<file path="src/rtl/fib_bcd_gen.sv">
// fib_bcd_gen: BCD Fibonacci engine.
// Converts a BCD index n to binary, then iterates BCD additions to produce F(n)
// as an OUT_DIGITS-digit BCD vector. It aborts early when F(n) cannot be
// represented, flags invalid index digits, and can optionally emit every term
// F(0)..F(n) as it is generated.
// Ports:
//   iCLK, iRESET_N   clock (rising edge), asynchronous active-low reset
//   iSTART           start request, accepted only while oREADY=1
//   iSEQ             1 = emit each term F(0)..F(n) with oTERM_VALID
//   iBCD_N           index n, BCD, digit 0 in [3:0]
//   oREADY           high while idle
//   oDONE            one-cycle pulse; oBCD/oOFLOW/oERR are valid
//   oOFLOW           F(n) does not fit in OUT_DIGITS digits (oBCD = all 9s)
//   oERR             iBCD_N held a digit > 9 (oBCD = 0)
//   oTERM_VALID      sequence mode: oBCD holds a new term
//   oBCD             result or current term, BCD, digit 0 in [3:0]
module fib_bcd_gen #(
  parameter int unsigned IN_DIGITS  = 2,
  parameter int unsigned OUT_DIGITS = 4,
  parameter int unsigned CNT_W      = 7
) (
  input  logic                    iCLK,
  input  logic                    iRESET_N,
  input  logic                    iSTART,
  input  logic                    iSEQ,
  input  logic [4*IN_DIGITS-1:0]  iBCD_N,
  output logic                    oREADY,
  output logic                    oDONE,
  output logic                    oOFLOW,
  output logic                    oERR,
  output logic                    oTERM_VALID,
  output logic [4*OUT_DIGITS-1:0] oBCD
);

  localparam int unsigned IN_W  = 4 * IN_DIGITS;
  localparam int unsigned OUT_W = 4 * OUT_DIGITS;
  localparam int unsigned DIG_W = (IN_DIGITS > 1) ? $clog2(IN_DIGITS) : 1;

  typedef enum logic [1:0] {
    S_IDLE,
    S_CONV,
    S_CALC,
    S_DONE
  } state_e;

  state_e             state_q, state_d;
  logic [IN_W-1:0]    n_q, n_d;
  logic               seq_q, seq_d;
  logic [CNT_W-1:0]   cnt_q, cnt_d;
  logic [DIG_W-1:0]   dig_q, dig_d;
  logic [OUT_W-1:0]   t0_q, t0_d;
  logic [OUT_W-1:0]   t1_q, t1_d;
  logic [OUT_W-1:0]   bcd_q, bcd_d;
  logic               oflow_q, oflow_d;
  logic               err_q, err_d;
  logic               done_q, done_d;
  logic               tv_q, tv_d;
  logic               ready_q, ready_d;

  logic               in_bad_c;
  logic [3:0]         cur_digit_c;
  logic [OUT_W-1:0]   sum_c;
  logic               carry_c;

  // Any index digit above 9 makes the request invalid.
  always_comb begin
    in_bad_c = 1'b0;
    for (int i = 0; i < int'(IN_DIGITS); i++) begin
      if (iBCD_N[4*i +: 4] > 4'd9) begin
        in_bad_c = 1'b1;
      end
    end
  end

  // Latched index digit currently being folded into the binary counter.
  always_comb begin
    cur_digit_c = 4'd0;
    for (int i = 0; i < int'(IN_DIGITS); i++) begin
      if (DIG_W'(i) == dig_q) begin
        cur_digit_c = n_q[4*i +: 4];
      end
    end
  end

  // Ripple BCD adder t0 + t1 with +6 decimal correction per digit.
  always_comb begin : bcd_add
    logic       c;
    logic [4:0] s;
    c     = 1'b0;
    s     = 5'd0;
    sum_c = '0;
    for (int i = 0; i < int'(OUT_DIGITS); i++) begin
      s = 5'(t0_q[4*i +: 4]) + 5'(t1_q[4*i +: 4]) + 5'(c);
      if (s > 5'd9) begin
        s = s + 5'd6;
        c = 1'b1;
      end else begin
        c = 1'b0;
      end
      sum_c[4*i +: 4] = s[3:0];
    end
    carry_c = c;
  end

  // Next-state and datapath control.
  always_comb begin
    state_d = state_q;
    n_d     = n_q;
    seq_d   = seq_q;
    cnt_d   = cnt_q;
    dig_d   = dig_q;
    t0_d    = t0_q;
    t1_d    = t1_q;
    bcd_d   = bcd_q;
    oflow_d = oflow_q;
    err_d   = err_q;
    done_d  = 1'b0;
    tv_d    = 1'b0;

    unique case (state_q)
      S_IDLE: begin
        if (iSTART) begin
          n_d     = iBCD_N;
          seq_d   = iSEQ;
          oflow_d = 1'b0;
          err_d   = 1'b0;
          if (in_bad_c) begin
            err_d   = 1'b1;
            bcd_d   = '0;
            state_d = S_DONE;
          end else begin
            cnt_d   = '0;
            dig_d   = DIG_W'(IN_DIGITS - 1);
            state_d = S_CONV;
          end
        end
      end

      // Most significant digit first: cnt = cnt*10 + digit.
      S_CONV: begin
        cnt_d = CNT_W'(cnt_q * CNT_W'(10)) + CNT_W'(cur_digit_c);
        if (dig_q == '0) begin
          t0_d    = '0;
          t1_d    = OUT_W'(1);
          state_d = S_CALC;
        end else begin
          dig_d = dig_q - DIG_W'(1);
        end
      end

      // t0 = F(k), t1 = F(k+1), cnt = n-k. A carry while cnt >= 2 means
      // F(n) itself overflows; at cnt == 1 only the unused F(n+1) does.
      S_CALC: begin
        if (cnt_q == '0) begin
          bcd_d   = t0_q;
          tv_d    = seq_q;
          state_d = S_DONE;
        end else if (carry_c && (cnt_q >= CNT_W'(2))) begin
          oflow_d = 1'b1;
          bcd_d   = {OUT_DIGITS{4'h9}};
          state_d = S_DONE;
        end else begin
          t0_d  = t1_q;
          t1_d  = sum_c;
          cnt_d = cnt_q - CNT_W'(1);
          if (seq_q) begin
            bcd_d = t0_q;
            tv_d  = 1'b1;
          end
        end
      end

      S_DONE: begin
        done_d  = 1'b1;
        state_d = S_IDLE;
      end

      default: begin
        state_d = S_IDLE;
      end
    endcase

    ready_d = (state_d == S_IDLE);
  end

  // State and datapath registers.
  always_ff @(posedge iCLK or negedge iRESET_N) begin
    if (!iRESET_N) begin
      state_q <= S_IDLE;
      n_q     <= '0;
      seq_q   <= 1'b0;
      cnt_q   <= '0;
      dig_q   <= '0;
      t0_q    <= '0;
      t1_q    <= '0;
      bcd_q   <= '0;
      oflow_q <= 1'b0;
      err_q   <= 1'b0;
      done_q  <= 1'b0;
      tv_q    <= 1'b0;
      ready_q <= 1'b1;
    end else begin
      state_q <= state_d;
      n_q     <= n_d;
      seq_q   <= seq_d;
      cnt_q   <= cnt_d;
      dig_q   <= dig_d;
      t0_q    <= t0_d;
      t1_q    <= t1_d;
      bcd_q   <= bcd_d;
      oflow_q <= oflow_d;
      err_q   <= err_d;
      done_q  <= done_d;
      tv_q    <= tv_d;
      ready_q <= ready_d;
    end
  end

  assign oREADY      = ready_q;
  assign oDONE       = done_q;
  assign oOFLOW      = oflow_q;
  assign oERR        = err_q;
  assign oTERM_VALID = tv_q;
  assign oBCD        = bcd_q;

endmodule

</file>
<file path="config.mk">
export PLATFORM = sky130hd
export DESIGN_NAME = fib_bcd_gen
export DESIGN_NICKNAME = d
export VERILOG_FILES = /design/src/rtl/fib_bcd_gen.sv
export SDC_FILE = /design/constraint.sdc
export NUM_CORES = 1
export LEC_CHECK = 0
export ABC_AREA = 1
export BUFFER_PORTS_ARGS = -buffer_cell sky130_fd_sc_hd__buf_4
export CAP_MARGIN = 0
export CORE_MARGIN = 2
export CORE_UTILIZATION = 50
export CTS_BUF_LIST = sky130_fd_sc_hd__clkbuf_2 sky130_fd_sc_hd__clkbuf_4 sky130_fd_sc_hd__clkbuf_8
export CTS_CLUSTER_DIAMETER = 60
export DETAILED_ROUTE_END_ITERATION = 16
export PLACE_DENSITY = 0.68
export RECOVER_POWER = 100
export SLEW_MARGIN = 20
export SYNTH_ARGS = -nofsm -noshare
export SYNTH_HDL_FRONTEND = slang
export SYNTH_SLANG_ARGS = --single-unit
</file>
<file path="constraint.sdc">
create_clock -name iCLK -period 8.5 [get_ports iCLK]
set_input_delay 1.7 -clock iCLK [delete_from_list [all_inputs] [get_ports iCLK]]
set_output_delay 1.7 -clock iCLK [all_outputs]
set_load 0.02 [all_outputs]
</file>
# After elaboration in Yosys (flattened, before gate mapping)
# Cells that the tools add are included.
# W data, S select, Z words.
# word_totals
ff_bits,72
latch_bits,0
ram_bits,0
mem_bits_ro,0
inputBits,12
output_inout_bits,21
word_cells,110
n_memories,0
# op_classes
addsub,14
mul,1
div_mod_pow,0
order_cmp,7
n_eq_ne,11
shift,0
mux,50
bitwise_logic,0
reduce_logical,14
# op_table
operator,count
$mux W16,11
$pmux W16 S2,3
$mux W7,4
$pmux W7 S3,1
$add A4 B4 Y5,4
$gt A5 B4 Y1 const B,4
$mux W4,5
$mux W1,18
$add A4 B3 Y4 const B,4
$add A5 B1 Y5,3
$ne A2 B2 Y1 const B,7
$reduce_and A4 Y1,3
$mux W2,5
$gt A4 B4 Y1 const B,2
$pmux W2 S4,1
$add A7 B4 Y7,1
$ge A7 B2 Y1 const B,1
$logic_not A7 Y1,1
$mul A7 B3 Y6 const B,1
$sub A7 B1 Y7 const B,1
$reduce_bool A2 Y1,3
$reduce_and A5 Y1,1
$eq A2 B2 Y1 const B,2
$logic_not A2 Y1,2
other kinds (8),9

# Logic depth before layout (Yosys ltp)
# Gate-level depths: netlist of run 1.
# depth
ltp_word,17
depth_mapped,37
ltp_nobuf,36

# Worst setup path after synthesis of run 1
# Ideal clock, no wire load.
# synth_path
path_kind,register to register
start,register t0_q[0]
end,register t1_q[13]
setup_ns,0.117
arrival_ns,5.560
t_required_ns,8.383
slack_ns,2.823
stages_incl_launch_ff,37
n_path_buf,2
period_less_slack_ns,5.677
path_cell_list,dfrtp_1 > ha_1 > inv_1 > fa_1 > xor2_1 > nand2_1 > nand3_1 > nand2_1 > inv_1 > fa_1 > inv_1 > fa_1 > inv_1 > nand2_1 > nand3_1 > nand2_1 > inv_1 > fa_1 > inv_1 > fa_1 > xnor2_1 > nand2_1 > nand3_1 > nand2_1 > inv_1 > fa_1 > inv_1 > fa_1 > a21o_1 > a21oi_2 > nand2_4 > nand3_4 > nand2_4 > buf_6 > buf_12 > nand2_2 > nand2_1
# synth_between
elab_chain_len,15
word_cells_on_any_way,20
classes_between,add/sub: 5; order compare: 4; eq/ne: 1; mux: 8; reduce/logical: 2
# synth_lines
element,line_no,text
start: declaration,51,"logic [OUT_W-1:0] t0_q, t0_d;"
start signal: assignment,208,t0_q <= t0_d;
$add A4 B4 Y5 (*),93,s = 5'(t0_q[4*i +: 4]) + 5'(t1_q[4*i +: 4]) + 5'(c);
$gt A5 B4 Y1 (*),94,if (s > 5'd9) begin
$mux W1 (*),94,
$add A5 B1 Y5 (*),93,
$gt A5 B4 Y1 (*),94,
$mux W1 (*),94,
$add A5 B1 Y5 (*),93,
$gt A5 B4 Y1 (*),94,
$mux W1 (*),94,
$add A5 B1 Y5 (*),93,
$add A4 B3 Y4 or $gt A5 B4 Y1 (tied branches),"95, 94",
$mux W4 or $mux W1 (tied branches),94,
$mux W16 or $logic_and A1 B1 Y1 (tied branches),158,end else if (carry_c && (cnt_q >= CNT_W'(2))) begin
$mux W16 or $ne A2 B2 Y1 (tied branches),n/a,
$pmux W16 S2 or $reduce_and A4 Y1 (tied branches),n/a,
end signal: assignment,209,t1_q <= t1_d;
end: declaration,52,"logic [OUT_W-1:0] t1_q, t1_d;"
# Every way passes the cells marked *; elsewhere a longest branch is shown, timed or not. The select of a mux whose other input is x is not followed.
# A chain may end at the register's enable or synchronous reset.

# Worst setup path in the final report of run 1
# layout_path
start,register t0_q[0]
end,register t1_q[4]
# layout_between
elab_chain_len,15
word_cells_on_any_way,20
classes_between,add/sub: 5; order compare: 4; eq/ne: 1; mux: 8; reduce/logical: 2
# layout_lines
element,line_no
$add A4 B4 Y5 (*),93
$gt A5 B4 Y1 (*),94
$mux W1 (*),94
$add A5 B1 Y5 (*),93
$gt A5 B4 Y1,94
$mux W1,94
$add A5 B1 Y5,93
$gt A5 B4 Y1,94
$mux W1,94
$add A5 B1 Y5,93
$gt A5 B4 Y1,94
$mux W1,94
$logic_and A1 B1 Y1,158
$ne A2 B2 Y1 (no source line),n/a
$reduce_and A4 Y1 (no source line),n/a
# Marked as above.

==> impl_metrics.py, run 1 <==
metrics = {
    "worst_setup_path": {
        "cp_slowest_cell": "nand2_4",
        "slowest_delay_ns": 0.49,
        "r2r_start": "t0_q[0]$_DFFE_PN0P_",
        "cp-end-kind": "register",
        "critPathKind": "register to register",
        "cp-start-kind": "register",
        "required_ns": 8.71,
        "crit_fanout": 50,
        "arrival_ns": 7.37,
        "startpoint": "t0_q[0]$_DFFE_PN0P_",
    },
    "synth": {
        "syn_area_per_cell_sq_um": 7.88,
        "synth_top_cell_by_area": "dfrtp_1",
        "yosysWarnings": 0,
        "yosysMostFrequentCell": "nand2_1",
        "ys.flop_type": "dfrtp_1",
        "netlist_area_sq_um": 4480,
        "netlist_instances": 569,
        "ys_ff_latch": 72,
        "synth_edf_count": 0,
        "synthTopCellsByCount": "nand2_1, dfrtp_1, inv_1, o21ai_0, nand3_1",
        "synth_cell_type_count": 41,
        "syn_nets": 620,
        "netlist_top_cells_area": "dfrtp_1, nand2_1, ha_1",
        "seq_area_frac_synth_pct": 40.2,
        "async_flop_share_pct": 100,
        "synth_top_area_share_pct": 39.6,
    },
    "power_and_ir_drop": {
        "power.density_nw_per_um2": 259,
        "ir_drop_mv": 0.148,
        "total_power_uw": 1250,
        "cellLeakagePower_uw": 0.00247,
    },
    "global_route": {
        "grt_pass1_wl_um": 16300,
        "track_usage_pct": 20.7,
        "use_met3_pct": 4.40,
        "grt_overflow": 0,
        "antenna_found_initial": 0,
        "grt_pass1_vias": 3562,
        "grt_use_met2_pct": 33.5,
        "global_route.usage.met1_pct": 28.0,
        "grt_max_degree": 73,
        "grt-busiest-layer": "met2",
    },
    "die": {
        "fp.coreArea_sq_um": 8720,
        "start_util_pct": 51.4,
        "dieArea_sq_um": 9740,
        "fp.dieH_um": 98.7,
        "rows": 34,
        "io-pin-count": 33,
        "die_w_um": 98.7,
    },
    "cells_and_area": {
        "fin_area_sq_um": 4830,
        "final_layout_size_suffix_gt1_share_pct": 7.53,
        "area_growth_pct": 7.78,
        "nNetsFinal": 644,
        "final_core_util_pct": 55.4,
        "diodes": 0,
        "fillers": 829,
    },
    "drt": {
        "via_per_inst": 5.18,
        "antenna_left": 0,
        "wl_per_cell_um": 13.2,
        "drt_pass1_iterations": 5,
        "vias": 3654,
        "drt_wl_total_um": 9330,
        "drt-initial-drc-count": 198,
        "drc_errors": 0,
    },
    "sta": {
        "rsz0062_at_grt": "false",
        "tns_ns": 0,
        "hold_viol": 0,
        "setup_viol": 0,
        "fin_ws_ns": 1.34,
        "maxSlewHeadroom_pct": -155,
        "period_share_pct": 84.2,
        "worst-slew-pin-transition_ns": 3.82,
        "fmax_mhz": 140,
        "finClkSkew_ns": 0.0140,
        "maxSlewViolCount": 73,
        "min_period_ns": 7.16,
    },
    "clock_network": {
        "clock_latency_ns": 0.35,
        "cts-root-buf": "clkbuf_8",
        "hold_buffers": 0,
        "htree_levels": 3,
        "cts-resized-gates": 0,
        "cts_sinks": 72,
        "cts_tree": "built",
        "clk_pin_slew_ns": 0.08,
        "cts_buffer_depth": 2,
        "cts_setup_buffers": 0,
        "numCtsBuffers": 9,
    },
    "run_status": {
        "violations": "capacitance limit, slew limit",
        "status": "complete, but fails checks",
    },
    "flow_run": {
        "max_cap_violations": 1,
    },
    "placement": {
        "pre_cts_ws_ns": 1.70,
        "routabilityCongestion": 0.810,
        "dp_hpwl_um": 6540,
        "portBuffers": 32,
        "dpl_cell_area_sq_um": 4750,
    },
    "min_path": {
        "hp-class": "register to register",
        "min_from": "oERR$_DFFE_PN0P_",
    },
}
[layout by cell type, fill, tap and decap left out, types with 3 or more instances in the layout]
master	Yosys	routed
nand2_2	8	8
inv_1	62	64
clkbuf_8	0	9
o21ai_0	44	67
nand3b_1	3	3
nor2_1	17	17
a31oi_1	4	4
fa_1	9	9
nand2_1	179	180
a21oi_1	23	23
clkbuf_1	7	23
nand4_1	3	3
xnor2_1	3	4
buf_4	2	10
dfrtp_1	71	71
ha_1	30	29
nand3_1	40	43
[logic make-up after synthesis]
kind of cell,Yosys count,synth area share (%)
AND/OR/NAND/NOR,261,25.3
AO/OA/AOI/OAI,105,12.7
buffers and inverters,87,8.23
flip-flops,72,40.2
adder cells (fa/ha/maj),39,12.4
XOR/XNOR,5,1.14
[stage by stage]
stage	hold WS, ns	std cells
after floorplan	0.444	569
after global placement	0.466	690
after detailed placement	0.474	690
after CTS	0.493	706
after global routing	0.507	706
final	0.485	706
[metal layers]
layer  share of wire (%)  routed length (um)
met1                  48                4510
met2                  48                4430
met3                 3.0                 280
met4                 1.2                 113
met5                   0                   0
[critical path: cells and delay by family (launching register included)]
| kind | cells | cell delay (ns) |
|---|---|---|
| compound gates | 1 | 0.10 |
| xor+xnor | 4 | 0.98 |
| fa+ha+maj | 8 | 2.29 |
| buf+inv | 8 | 0.95 |
| flops | 1 | 0.38 |
| simple gates | 15 | 2.29 |
[cell type report]
cell class                 count  area [sq um]  share of cell area, %
inverter                      67           251                   5.20
tap                          108           135                   2.80
clock buffer                  10           131                   2.72
timing repair buffer          33           161                   3.34
clock inverter                 6          92.6                   1.92
sequential                    72          1800                   37.3
multi-input combinational    410          2260                   46.7
[registers in the layout, indices dropped and copies added, names as in the netlist]
signal       flops
t1_q            16
n_q              8
cnt_q            7
dig_q            1
oERR             1
seq_q            1
oDONE            1
t0_q            16
state_q          2
oOFLOW           1
oTERM_VALID      1
oBCD            16
oREADY           1
[power by group]
part	leakage (uW)	switching, uW	internal (uW)
Combinational	0.00139	371	139
Clock	0.000107	135	170
Sequential	0.000973	40.7	396
[worst paths after layout]
| check | endpoint | slack [ns] | cells past startpoint |
|---|---|---|---|
| worst max-delay path | t1_q[4]$_DFFE_PN0P_ | 1.34 | 36 |
| max in group asynchronous | t1_q[6]$_DFFE_PN0P_ | 3.70 | 1 |
| worst max register to register | t1_q[4]$_DFFE_PN0P_ | 1.34 | 36 |
| worst min register to register | oERR$_DFFE_PN0P_ | 0.48 | 2 |
| worst min-delay path | oERR$_DFFE_PN0P_ | 0.48 | 2 |
| min in group asynchronous | n_q[6]$_DFFE_PN0P_ | 2.66 | 1 |
Note: power is estimated with default switching activity, not from simulation.
==> inputs of run 2 (changes only) <==
Settings changed: ABC_AREA 1 to 0.
Clock period 8.5 ns to 7.2 ns, I/O delays scaled along.
==> impl_metrics.py, run 2 <==
metrics = {
    "sta": {
        "period_share_pct": 92.5,
        "fin_ws_ns": 0.540,
        "worst-slew-pin-transition_ns": 3.77,
        "maxSlewViolCount": 73,
        "min_period_ns": 6.66,
        "tns_ns": 0,
        "fmax_mhz": 150,
        "setup_viol": 0,
        "maxSlewHeadroom_pct": -151,
        "rsz0062_at_grt": "false",
        "hold_viol": 0,
        "finClkSkew_ns": 0.0140,
    },
    "worst_setup_path": {
        "slowest_delay_ns": 0.53,
        "cp-end-kind": "register",
        "r2r_start": "t0_q[0]$_DFFE_PN0P_",
        "r2r_cells": 28,
        "cp_common_cell": "fa_1",
        "arrival_ns": 6.87,
        "r2r-end": "cnt_q[3]$_DFFE_PN0P_",
        "cp-start-kind": "register",
        "critPathKind": "register to register",
        "cp_slowest_cell": "o41a_1",
        "crit_fanout": 9,
        "rrSetupSlack_ns": 0.54,
        "required_ns": 7.41,
    },
    "global_route": {
        "grt_pass1_wl_um": 14900,
        "grt_overflow": 0,
        "antenna_found_initial": 0,
        "track_usage_pct": 21.1,
        "grt_pass1_vias": 3124,
        "grt_max_degree": 73,
    },
    "synth": {
        "netlist_area_sq_um": 4240,
        "async_flop_share_pct": 100,
        "synth_edf_count": 0,
        "synth-adder-area-share_pct": 13.1,
        "synth_mux_area_share_pct": 4.60,
        "synthTopCellsByCount": "dfrtp_1, inv_1, nand2_1, ha_1, nor2_1",
        "yosys.area_share.simple_pct": 10.4,
        "netlist_instances": 412,
        "netlist_top_cells_area": "dfrtp_1, ha_1, a22o_1",
        "synth_compound_area_share_pct": 20.9,
        "synth_cell_type_count": 56,
        "synth_top_family_by_area": "compound AO/OA/AOI/OAI gates",
        "ys_ff_latch": 72,
        "yosysMostFrequentCell": "dfrtp_1",
        "syn_area_per_cell_sq_um": 10.3,
        "synth_top_cell_by_area": "dfrtp_1",
        "syn_nets": 463,
        "synth_xor_area_share_pct": 3.51,
        "ys.flop_type": "dfrtp_1",
        "seq_area_frac_synth_pct": 42.5,
        "synth_top_area_share_pct": 41.9,
        "yosysWarnings": 0,
    },
    "min_path": {
        "hold_path_end": "oBCD[13]$_DFFE_PN0P_",
        "min_path_cells": 2,
        "min_from": "oBCD[13]$_DFFE_PN0P_",
        "hp-class": "register to register",
    },
    "die": {
        "dieArea_sq_um": 9240,
        "start_util_pct": 51.7,
        "fp.coreArea_sq_um": 8220,
        "die_w_um": 96.1,
        "io-pin-count": 33,
        "fp.dieH_um": 96.1,
        "rows": 33,
    },
    "clock_network": {
        "clk_pin_slew_ns": 0.08,
        "clock_latency_ns": 0.35,
        "htree_levels": 3,
        "numCtsBuffers": 9,
        "cts-root-buf": "clkbuf_8",
        "cts_tree": "built",
        "hold_buffers": 0,
        "cts_sinks": 72,
        "cts_buffer_depth": 2,
    },
    "power_and_ir_drop": {
        "total_power_uw": 1660,
        "power.density_nw_per_um2": 351,
        "cellLeakagePower_uw": 0.00218,
        "ir_drop_mv": 0.185,
    },
    "drt": {
        "via_per_inst": 5.64,
        "drc_errors": 0,
        "drt-initial-drc-count": 158,
        "drt_pass1_iterations": 4,
        "antenna_left": 0,
        "vias": 3124,
        "wl_per_cell_um": 15.9,
        "drt_wl_total_um": 8790,
    },
    "run_status": {
        "status": "complete, but fails checks",
        "violations": "capacitance limit, slew limit",
    },
    "cells_and_area": {
        "final_common_cell": "dfrtp_1",
        "final_core_util_pct": 57.5,
        "nNetsFinal": 496,
        "final_cell_mix": "dfrtp_1, inv_1, nand2_1",
        "diodes": 0,
        "final_layout_size_suffix_gt1_share_pct": 11.8,
        "area_growth_pct": 11.3,
    },
    "placement": {
        "routabilityCongestion": 0.849,
        "pre_cts_ws_ns": 0.0967,
        "portBuffers": 32,
        "dp_hpwl_um": 6150,
    },
    "flow_run": {
        "max_cap_violations": 1,
    },
}
run 2: worst max path at each step:
stage / start / endpoint / slack (ns) / cells past startpoint
detailed placement: t0_q[0]$_DFFE_PN0P_ / t0_q[4]$_DFFE_PN0P_ / 0.1 / 28
global placement: t0_q[0]$_DFFE_PN0P_ / t1_q[14]$_DFFE_PN0P_ / 0.35 / 28
global route: t0_q[0]$_DFFE_PN0P_ / cnt_q[6]$_DFFE_PN0P_ / 0.03 / 28
floorplan: t0_q[0]$_DFFE_PN0P_ / t0_q[13]$_DFFE_PN0P_ / 0.89 / 30
finish: t0_q[0]$_DFFE_PN0P_ / cnt_q[3]$_DFFE_PN0P_ / 0.54 / 28
CTS: t0_q[0]$_DFFE_PN0P_ / t0_q[15]$_DFFE_PN0P_ / 0.07 / 28
run 2: kinds of logic after synthesis:
| logic type | Yosys count |
|---|---|
| adders and majority gates | 39 |
| DFF | 72 |
| muxes | 18 |
| AOI/OAI and AO/OA | 119 |
| and+or+nand+nor | 96 |
| buffers and inverters | 51 |
| xor gates and xnor gates | 17 |
run 2: final cells by class:
type                            instances  area, sq um
Clock buffer                            9          124
Clock inverter                          6         85.1
Fill cell                             733         3490
Inverter                               38          143
Multi-Input combinational cell        289         2260
Sequential cell                        72         1800
Tap cell                              105          131
Timing Repair Buffer                   35          176
run 2: where the power goes:
group	switching (uW)	internal, uW	total, uW
Combinational	489	267	756
Clock	152	192	344
Sequential	62.4	496	558
run 2: timing repair:
item                                    CTS  global route
endpoints found under the setup margin    0            56
buffers inserted                          0             1
resized for setup                         0             8
run 2: worst max-delay path: cells and delay by family, from the launching register on:
| family | cells | cell delay [ns] |
|---|---|---|
| flops | 1 | 0.38 |
| fa+ha+maj | 8 | 2.29 |
| buf+inv | 6 | 0.65 |
| xor+xnor | 3 | 0.74 |
| compound gates | 8 | 2.02 |
| simple gates | 3 | 0.44 |
run 2: routing by layer:
| metal | GRT usage, % | part of all wire (%) | up-vias |
|---|---|---|---|
| li1 | - | - | 1537 |
| met1 | 31.2 | 50 | 1506 |
| met2 | 30.7 | 44 | 66 |
| met3 | 2.82 | 3.9 | 15 |
| met4 | 9.40 | 1.9 | 0 |
| met5 | 0 | 0 | - |
run 2: stage by stage:
step	hold WS, ns	instance area (sq um)	cells
floorplan	0.474	4240	412
global placement	0.463	4560	538
detailed placement	0.468	4560	538
CTS	0.486	4770	553
global route	0.506	4720	554
finish	0.479	4720	554
